## config.mk

```make
export PLATFORM = sky130hd
export DESIGN_NAME = sfm_streamer_tail_pad
export DESIGN_NICKNAME = d
export VERILOG_FILES = /design/src/rtl/sfm_pkg.sv /design/src/rtl/sfm_tail_pad_mask.sv /design/src/rtl/sfm_streamer_tail_pad.sv
export SDC_FILE = /design/constraint.sdc
export NUM_CORES = 1
export LEC_CHECK = 0
export ABC_AREA = 1
export BUFFER_PORTS_ARGS = -buffer_cell sky130_fd_sc_hd__buf_2
export CAP_MARGIN = 20
export CORE_AREA = 3 3 181 183
export CTS_CLUSTER_SIZE = 28
export DETAILED_ROUTE_END_ITERATION = 10
export DIE_AREA = 0 0 184 186
export PLACE_DENSITY = 0.58
export SYNTH_ARGS = -nofsm -noshare
export SYNTH_HDL_FRONTEND = slang
export SYNTH_SLANG_ARGS = --single-unit
```

## constraint.sdc

```tcl
create_clock -name clk_i -period 2.8 [get_ports clk_i]
set_input_delay 0.42 -clock clk_i [delete_from_list [all_inputs] [get_ports clk_i]]
set_output_delay 0.42 -clock clk_i [all_outputs]
set_load 0.03 [all_outputs]
```

## src/rtl/sfm_pkg.sv

```systemverilog
// Shared constants and control types for the softmax streamer/strobe blocks.
package sfm_pkg;

  localparam int unsigned SFM_EW          = 16;
  localparam logic [15:0] SFM_PAD_NEG_INF = 16'hFF80;
  localparam int unsigned SFM_SIDEBAND_W  = 32;

  typedef struct packed {
    logic [31:0] tot_len;
    logic [31:0] d0_len;
  } addressgen_ctrl_t;

  typedef struct packed {
    addressgen_ctrl_t addressgen_ctrl;
  } hci_streamer_ctrl_t;

endpackage

```

## src/rtl/sfm_tail_pad_mask.sv

```systemverilog
// Combinational element-slot pad: any slot not fully covered by the first
// lftovr bytes is replaced by PAD_ELEM when pad_en is set.
module sfm_tail_pad_mask
  import sfm_pkg::*;
#(
  parameter int unsigned   ACTUAL_DW = 128,
  parameter int unsigned   EW        = SFM_EW,
  parameter logic [EW-1:0] PAD_ELEM  = SFM_PAD_NEG_INF,
  localparam int unsigned  LW        = $clog2(ACTUAL_DW/8)
) (
  input  logic [LW-1:0]        lftovr,
  input  logic                 pad_en,
  input  logic [ACTUAL_DW-1:0] data,
  output logic [ACTUAL_DW-1:0] padded
);

  localparam int unsigned NE = ACTUAL_DW / EW;
  localparam int unsigned EB = EW / 8;

  always_comb begin
    padded = data;
    for (int unsigned e = 0; e < NE; e++) begin
      // a slot survives only if its last byte lies below lftovr
      if (pad_en && (((e + 1) * EB) > 32'(lftovr))) begin
        padded[e*EW +: EW] = PAD_ELEM;
      end
    end
  end

endmodule

```

## src/rtl/sfm_streamer_tail_pad.sv

```systemverilog
// Registered load-side slice that counts beats per vector and pads the
// unloaded tail elements of the final beat.
module sfm_streamer_tail_pad
  import sfm_pkg::*;
#(
  parameter int unsigned   DW       = 160,
  parameter int unsigned   EW       = SFM_EW,
  parameter logic [EW-1:0] PAD_ELEM = SFM_PAD_NEG_INF
) (
  input  logic               clk_i,
  input  logic               rst_ni,
  input  logic               clear_i,
  input  hci_streamer_ctrl_t stream_ctrl_i,
  input  logic [DW-1:0]      stream_i_data,
  input  logic [DW/8-1:0]    stream_i_strb,
  input  logic               stream_i_valid,
  output logic               stream_i_ready,
  output logic [DW-1:0]      stream_o_data,
  output logic [DW/8-1:0]    stream_o_strb,
  output logic               stream_o_valid,
  input  logic               stream_o_ready,
  output logic               last_o,
  output logic [31:0]        beat_cnt_o
);

  localparam int unsigned ACTUAL_DW = DW - SFM_SIDEBAND_W;
  localparam int unsigned LW        = $clog2(ACTUAL_DW/8);

  logic                 valid_q;
  logic                 last_q;
  logic [DW-1:0]        data_q;
  logic [DW/8-1:0]      strb_q;
  logic [31:0]          cnt_q;

  logic                 hs_in;
  logic                 is_last;
  logic                 pad_en;
  logic [31:0]          tot_len;
  logic [LW-1:0]        lftovr;
  logic [ACTUAL_DW-1:0] padded;
  logic                 unused_ctrl;

  assign tot_len     = stream_ctrl_i.addressgen_ctrl.tot_len;
  assign lftovr      = stream_ctrl_i.addressgen_ctrl.d0_len[LW-1:0];
  assign unused_ctrl = ^stream_ctrl_i.addressgen_ctrl.d0_len[31:LW];

  assign stream_i_ready = ~valid_q | stream_o_ready;
  assign hs_in          = stream_i_valid & stream_i_ready;
  // tot_len of zero never produces a last beat
  assign is_last        = (tot_len != 32'd0) && (cnt_q == tot_len - 32'd1);
  assign pad_en         = is_last & (lftovr != '0);

  sfm_tail_pad_mask #(
    .ACTUAL_DW (ACTUAL_DW),
    .EW        (EW),
    .PAD_ELEM  (PAD_ELEM)
  ) u_mask (
    .lftovr (lftovr),
    .pad_en (pad_en),
    .data   (stream_i_data[ACTUAL_DW-1:0]),
    .padded (padded)
  );

  // Output slice stage
  always_ff @(posedge clk_i or negedge rst_ni) begin
    if (!rst_ni) begin
      valid_q <= 1'b0;
      data_q  <= '0;
      strb_q  <= '0;
      last_q  <= 1'b0;
      cnt_q   <= '0;
    end else if (clear_i) begin
      valid_q <= 1'b0;
      last_q  <= 1'b0;
      cnt_q   <= '0;
    end else if (hs_in) begin
      valid_q <= 1'b1;
      data_q  <= {stream_i_data[DW-1:ACTUAL_DW], padded};
      strb_q  <= stream_i_strb;
      last_q  <= is_last;
      cnt_q   <= (is_last || (tot_len == 32'd0)) ? 32'd0 : cnt_q + 32'd1;
    end else if (stream_o_ready) begin
      valid_q <= 1'b0;
    end
  end

  assign stream_o_valid = valid_q;
  assign stream_o_data  = data_q;
  assign stream_o_strb  = strb_q;
  assign last_o         = last_q;
  assign beat_cnt_o     = cnt_q;

endmodule
```

* Word-level counts from Yosys, hierarchy flattened
Cells that the tools add are included.
W data, S select, Z words.
** Operators by class
- Add/sub/neg operators :: 2
- Reduce and logical (&&, ||, !) cells :: 15
- Equal/unequal tests :: 1
- $lt $le $gt $ge :: 7
- Multiplexer cells :: 16
- Bitwise logic cells :: 5
** Operator list (count)
- $mux W16 :: 8
- $mux W32 :: 3
- $add A32 B1 Y32 const B :: 1
- $eq A32 B32 Y1 :: 1
- $logic_not A32 Y1 :: 1
- $reduce_bool A32 Y1 :: 1
- $sub A32 B1 Y32 const B :: 1
- $gt A4 B4 Y1 const A :: 4
- $gt A3 B4 Y1 const A :: 2
- $logic_and A1 B1 Y1 :: 8
- $mux W1 :: 5
- $gt A2 B4 Y1 const A :: 1
- $reduce_bool A4 Y1 :: 1
- $reduce_bool A3 Y1 :: 1
- $and A1 B1 Y1 :: 2
- $not A1 Y1 :: 2
- $reduce_and A2 Y1 :: 1
- $reduce_bool A2 Y1 :: 1
- $logic_or A1 B1 Y1 :: 1
- $or A1 B1 Y1 :: 1
** Storage, ports and cells
- Bits of input ports :: 249
- Bits in registers :: 214
- Output and inout port bits :: 215

* Depth between registers and ports, before layout
- Word-level depth :: 7
- Depth in mapped cells :: 20
- Depth with buffers taken out :: 19

* Hierarchy
Synthesis repeated with hierarchy kept, for this count alone.
** Second synthesis, totals
- Cells, all modules :: 1689
- Area total of the unflattened synthesis :: 11812.6 um^2
** By module, submodules not included
- sfm_streamer_tail_pad :: area an instance 10672.7 um^2, cells each 1443, times used 1, seq. area each 5355.1 um^2
- sfm_tail_pad_mask :: area an instance 1139.8 um^2, cells each 246, times used 1, seq. area each 0.0 um^2

* Least setup slack after synthesis
No wires, ideal clock.
- Path kind :: input port to flip-flop
- Start point :: input port stream_ctrl_i[32] (netlist bit)
- End point :: register data_q[38], in the netlist stream_o_data[38]
- Path buffers :: 2
- Path slack :: 195 ps
- Stages :: 17
- Arrival :: 2488 ps
- Required time :: 2683 ps
- Path through :: inv_1 > ha_1 > nand2_2 > nor2_4 > buf_4 > nand3b_1 > nand2_1 > nand2_1 > nor2_1 > nand2_1 > nor2_1 > nand3_1 > nor3_4 > nand4_2 > buf_2 > nand2_1 > nand2_1
** Between the ends
- Longest elaborated chain between the ends :: 6
** Ends and longest elaborated chain
- start: declaration :: line sfm_streamer_tail_pad.sv:13 : input hci_streamer_ctrl_t stream_ctrl_i,
- $sub A32 B1 Y32 :: line sfm_streamer_tail_pad.sv:50 : assign is_last = (tot_len != 32'd0) && (cnt_q == tot_len - 32'd1);
- $eq A32 B32 Y1 :: line sfm_streamer_tail_pad.sv:50
- $logic_and A1 B1 Y1 * :: line sfm_streamer_tail_pad.sv:50
- $and A1 B1 Y1 * :: line sfm_streamer_tail_pad.sv:51 : assign pad_en = is_last & (lftovr != '0);
- $logic_and A1 B1 Y1 * :: line sfm_tail_pad_mask.sv:24 : if (pad_en && (((e + 1) * EB) > 32'(lftovr))) begin
- $mux W16 * :: line sfm_tail_pad_mask.sv:24
- end signal: assignment :: line sfm_streamer_tail_pad.sv:78 : data_q <= {stream_i_data[DW-1:ACTUAL_DW], padded};
- end: declaration :: line sfm_streamer_tail_pad.sv:31 : logic [DW-1:0] data_q;
Every way passes the cells marked *; elsewhere a longest branch is shown, timed or not.
A chain may end at the register's enable or synchronous reset.

* Worst setup path after layout
- Start point :: register cnt_q[17], in the netlist beat_cnt_o[17]
- End point :: register data_q[37], in the netlist stream_o_data[37]
** Between the ends
- Longest elaborated chain between the ends :: 5
** Ends and longest elaborated chain
- start: declaration :: line sfm_streamer_tail_pad.sv:33 : logic [31:0] cnt_q;
- start signal: assignment :: line sfm_streamer_tail_pad.sv:81 : cnt_q <= (is_last || (tot_len == 32'd0)) ? 32'd0 : cnt_q + 32'd1;
- $eq A32 B32 Y1 :: line sfm_streamer_tail_pad.sv:50
- $logic_and A1 B1 Y1 :: line sfm_streamer_tail_pad.sv:50
- $and A1 B1 Y1 :: line sfm_streamer_tail_pad.sv:51
- $logic_and A1 B1 Y1 :: line sfm_tail_pad_mask.sv:24
- $mux W16 :: line sfm_tail_pad_mask.sv:24
Every way passes these cells.

==> metrics <==
critical path endpoint category=flip-flop; max-slew violations=0; Routed Antenna Nets=0; cell breakdown of the critical path=inv_1 -> nand2_1 -> nand2_1 -> nor2_2 -> nand3b_1 -> nand2_1 -> inv_1 -> nand2_1 -> nor2_2 -> nand2_1 -> nor2_1 -> nand3_2 -> nor3_4 -> buf_4 -> nand4_2 -> buf_12 -> nand2_1 -> nand2_1; vias in the first global route=10,800; layout cells sized above 1=about a third; drt initial violations=577; Final #Nets=around 2,200; syn_area_per_cell=roughly 7.7 um^2; Std-Cell Rows=65; first-pass GRT wire length=61,200 um; Layout area overhead=38.9%; final setup violation count=0; fillers=3,159; CP Launch Type=flip-flop; Detailed Route WL=between 40,000 and 50,000 um; Clk pin slew, worst setup/hold paths=roughly 0.060 ns; synthesized net count=roughly 1,700; Fin Hold WS=roughly 0.11 ns; GP Congestion=~0.94; status=finished, final reports clean; Max Cap Viol=0; Critical Path AT=just under 3 ns; Worst Skew=0.00946 ns; post-synthesis sequential element count=approximately 210; Critical-path top delay cell=dfrtp_2; Hold/Removal Path Class=primary input to flip-flop; Final Core Density=approximately half; Distinct cells, synth=41; multi-input logic area=5040 um^2; sequential area share after synthesis=between 40% and 50%; DRC=0; Worst-Skew Late Latency=between 0.5 and 0.6 ns; CTS tree=yes; Max FO, Critical Path=16; warnings from Yosys=0; via-per-instance ratio=roughly 4.8; Fin. Hold Viols=0; port bufs=between 400 and 500; die width=between 150 and 200 um; most frequent cells in the layout=nand2_1, buf_2, dfrtp_1; CP max stage delay=between 0.4 and 0.5 ns; Rel. slew slack=49.1%; register area=5360 um^2; Max VDD drop=0.435 mV; Core Region=about 31,000 um^2; Avg WL per Cell=17.3 um; Inserted Clock Buffers=24; largest net degree at the start of global routing=169; CP dominant cell by count=nand2_1; clock root buffer=clkbuf_16; GRT Residual Overflow=0; CTS max path bufs=3; detailed placer's ending HPWL=31,400 um; Worst Path Buf+Inv=4; Starting Density=around a third; LEAKAGE=~0.0083 uW; WP data required=~3.2 ns; Slew @ Worst Pin=about 0.76 ns; I/O pin count=464; Synth area leader=dfrtp_1; Tot Pwr=about 9200 uW; DRT Pass-1 Iters=7; Die Y=roughly 190 um; Mapped Cells=1,437; Clock Sink Count=214; initial antenna violation count=7; All-Layer GR Usage=between 20% and 30%; Setup Crit Path Kind=flip-flop to flip-flop; Final min period=2.57 ns; most common cell after layout, fill and taps aside=nand2_1; area of the mapped netlist=11,100 um^2; via count=between 10,000 and 15,000; delay-heaviest family, CP=simple AND/OR/NAND/NOR gates; Pwr Density=~600 nW/um^2; H-tree depth=1; FMAX=a little under 0.4 GHz; top cells by area, synth=dfrtp_1, nand2_1, nor2_1, nand3_1, inv_1; die area=34,200 um^2; share of the synthesized area in the top cell type=48.5%; Tcrit/Tclk final=91.9%
-- synthesized netlist by cell type, drive strengths merged --
| master | n |
|---|---|
| nor4 | 5 |
| dfrtp | 214 |
| clkbuf | 44 |
| a2bb2oi | 45 |
| xor2 | 34 |
| inv | 120 |
| o31ai | 1 |
| o211ai | 2 |
| a31oi | 1 |
| clkinv | 2 |
| nand2 | 485 |
| and2 | 1 |
| nand4 | 27 |
| nor3 | 17 |
| nand3 | 95 |
| nor2 | 187 |
| or2 | 39 |
| a22o | 1 |
| xnor2 | 9 |
| and3 | 1 |
| a21boi | 10 |
| ha | 3 |
| nand3b | 15 |
| o21ai | 38 |
| o22ai | 14 |
| o2111ai | 1 |
| a21oi | 12 |
| o21bai | 1 |
| buf | 13 |
-- report_power, final --
part	internal (uW)	total, uW	switching (uW)
Clock	1930	3210	1280
Combinational	747	2330	1580
Sequential	3480	3690	213
-- worst register-to-register path, cell delays in order (launching register included) --
cell      delay, ns
dfrtp_2        0.45
inv_1          0.13
nand2_1        0.06
nand2_1        0.11
nor2_2         0.05
nand3b_1       0.13
nand2_1        0.06
inv_1          0.05
nand2_1        0.06
nor2_2         0.13
nand2_1        0.07
nor2_1         0.14
nand3_2        0.15
nor3_4         0.27
buf_4          0.15
nand4_2        0.09
buf_12         0.18
nand2_1        0.12
nand2_1        0.06
-- cell type report --
type	count	share of cell area (%)
antenna	4	0.0652
clock buffer	35	4.58
clock inverter	8	0.652
inverter	122	3.02
multi-input combinational	1044	32.9
sequential	214	34.9
tap	402	3.28
timing repair buffer	547	20.6
-- repair_timing --
item	in CTS	in global routing
setup buffers	0	4
endpoints found under the hold margin	73	0
endpoints found under the setup margin	0	104
hold buffers	1	0
resized for setup	0	8
-- registers in the layout, indices dropped and copies added, names as in the netlist --
name	flops
beat_cnt_o	32
last_o	1
stream_o_data	160
stream_o_strb	20
stream_o_valid	1
-- metal layers --
| metal | GRT usage, % | routed length (um) | vias to the layer above |
|---|---|---|---|
| met2 | 37.2 | 19600 | 372 |
| li1 | - | - | 5614 |
| met3 | 4.40 | 2580 | 82 |
| met1 | 29.9 | 17400 | 5282 |
| met5 | 0 | 55 | - |
| met4 | 8.59 | 1600 | 8 |
-- stage by stage --
step / area [um^2] / TNS [ns] / setup slack [ns] / std cells
2_1_floorplan: 11100 / 0 / 0.195 / 1437
3_3_place_gp: 14500 / -17.17 / -0.205 / 2324
3_5_place_dp: 14500 / -24.34 / -0.274 / 2324
4_1_cts: 15300 / 0 / 0.0855 / 2368
5_1_grt: 15300 / -0.00929 / -0.00730 / 2375
6_report: 15300 / 0 / 0.227 / 2376
-- worst paths after layout --
path	from	endpoint	slack (ns)	cells past startpoint
min in group asynchronous	rst_ni	stream_o_data[122]	0.51	2
max	beat_cnt_o[17]	stream_o_data[37]	0.23	18
min	stream_i_data[128]	stream_o_data[128]	0.11	3
max in group asynchronous	rst_ni	stream_o_data[30]	1.56	3
max reg2reg	beat_cnt_o[17]	stream_o_data[37]	0.23	18
min reg2reg	stream_o_strb[11]	stream_o_strb[11]	0.47	2
-- logic make-up (layout without fill, tap and decap cells) --
| group | Yosys count | count (layout) | share of synthesized area (%) |
|---|---|---|---|
| compound gates | 126 | 126 | 7.79 |
| buf+inv | 179 | 712 | 6.20 |
| fa+ha+maj | 3 | 3 | 0.340 |
| simple gates | 872 | 872 | 33.8 |
| other cells | 0 | 4 | 0 |
| xor+xnor | 43 | 43 | 3.41 |
| flops | 214 | 214 | 48.5 |
No activity file was read; power rests on OpenSTA's default activity.
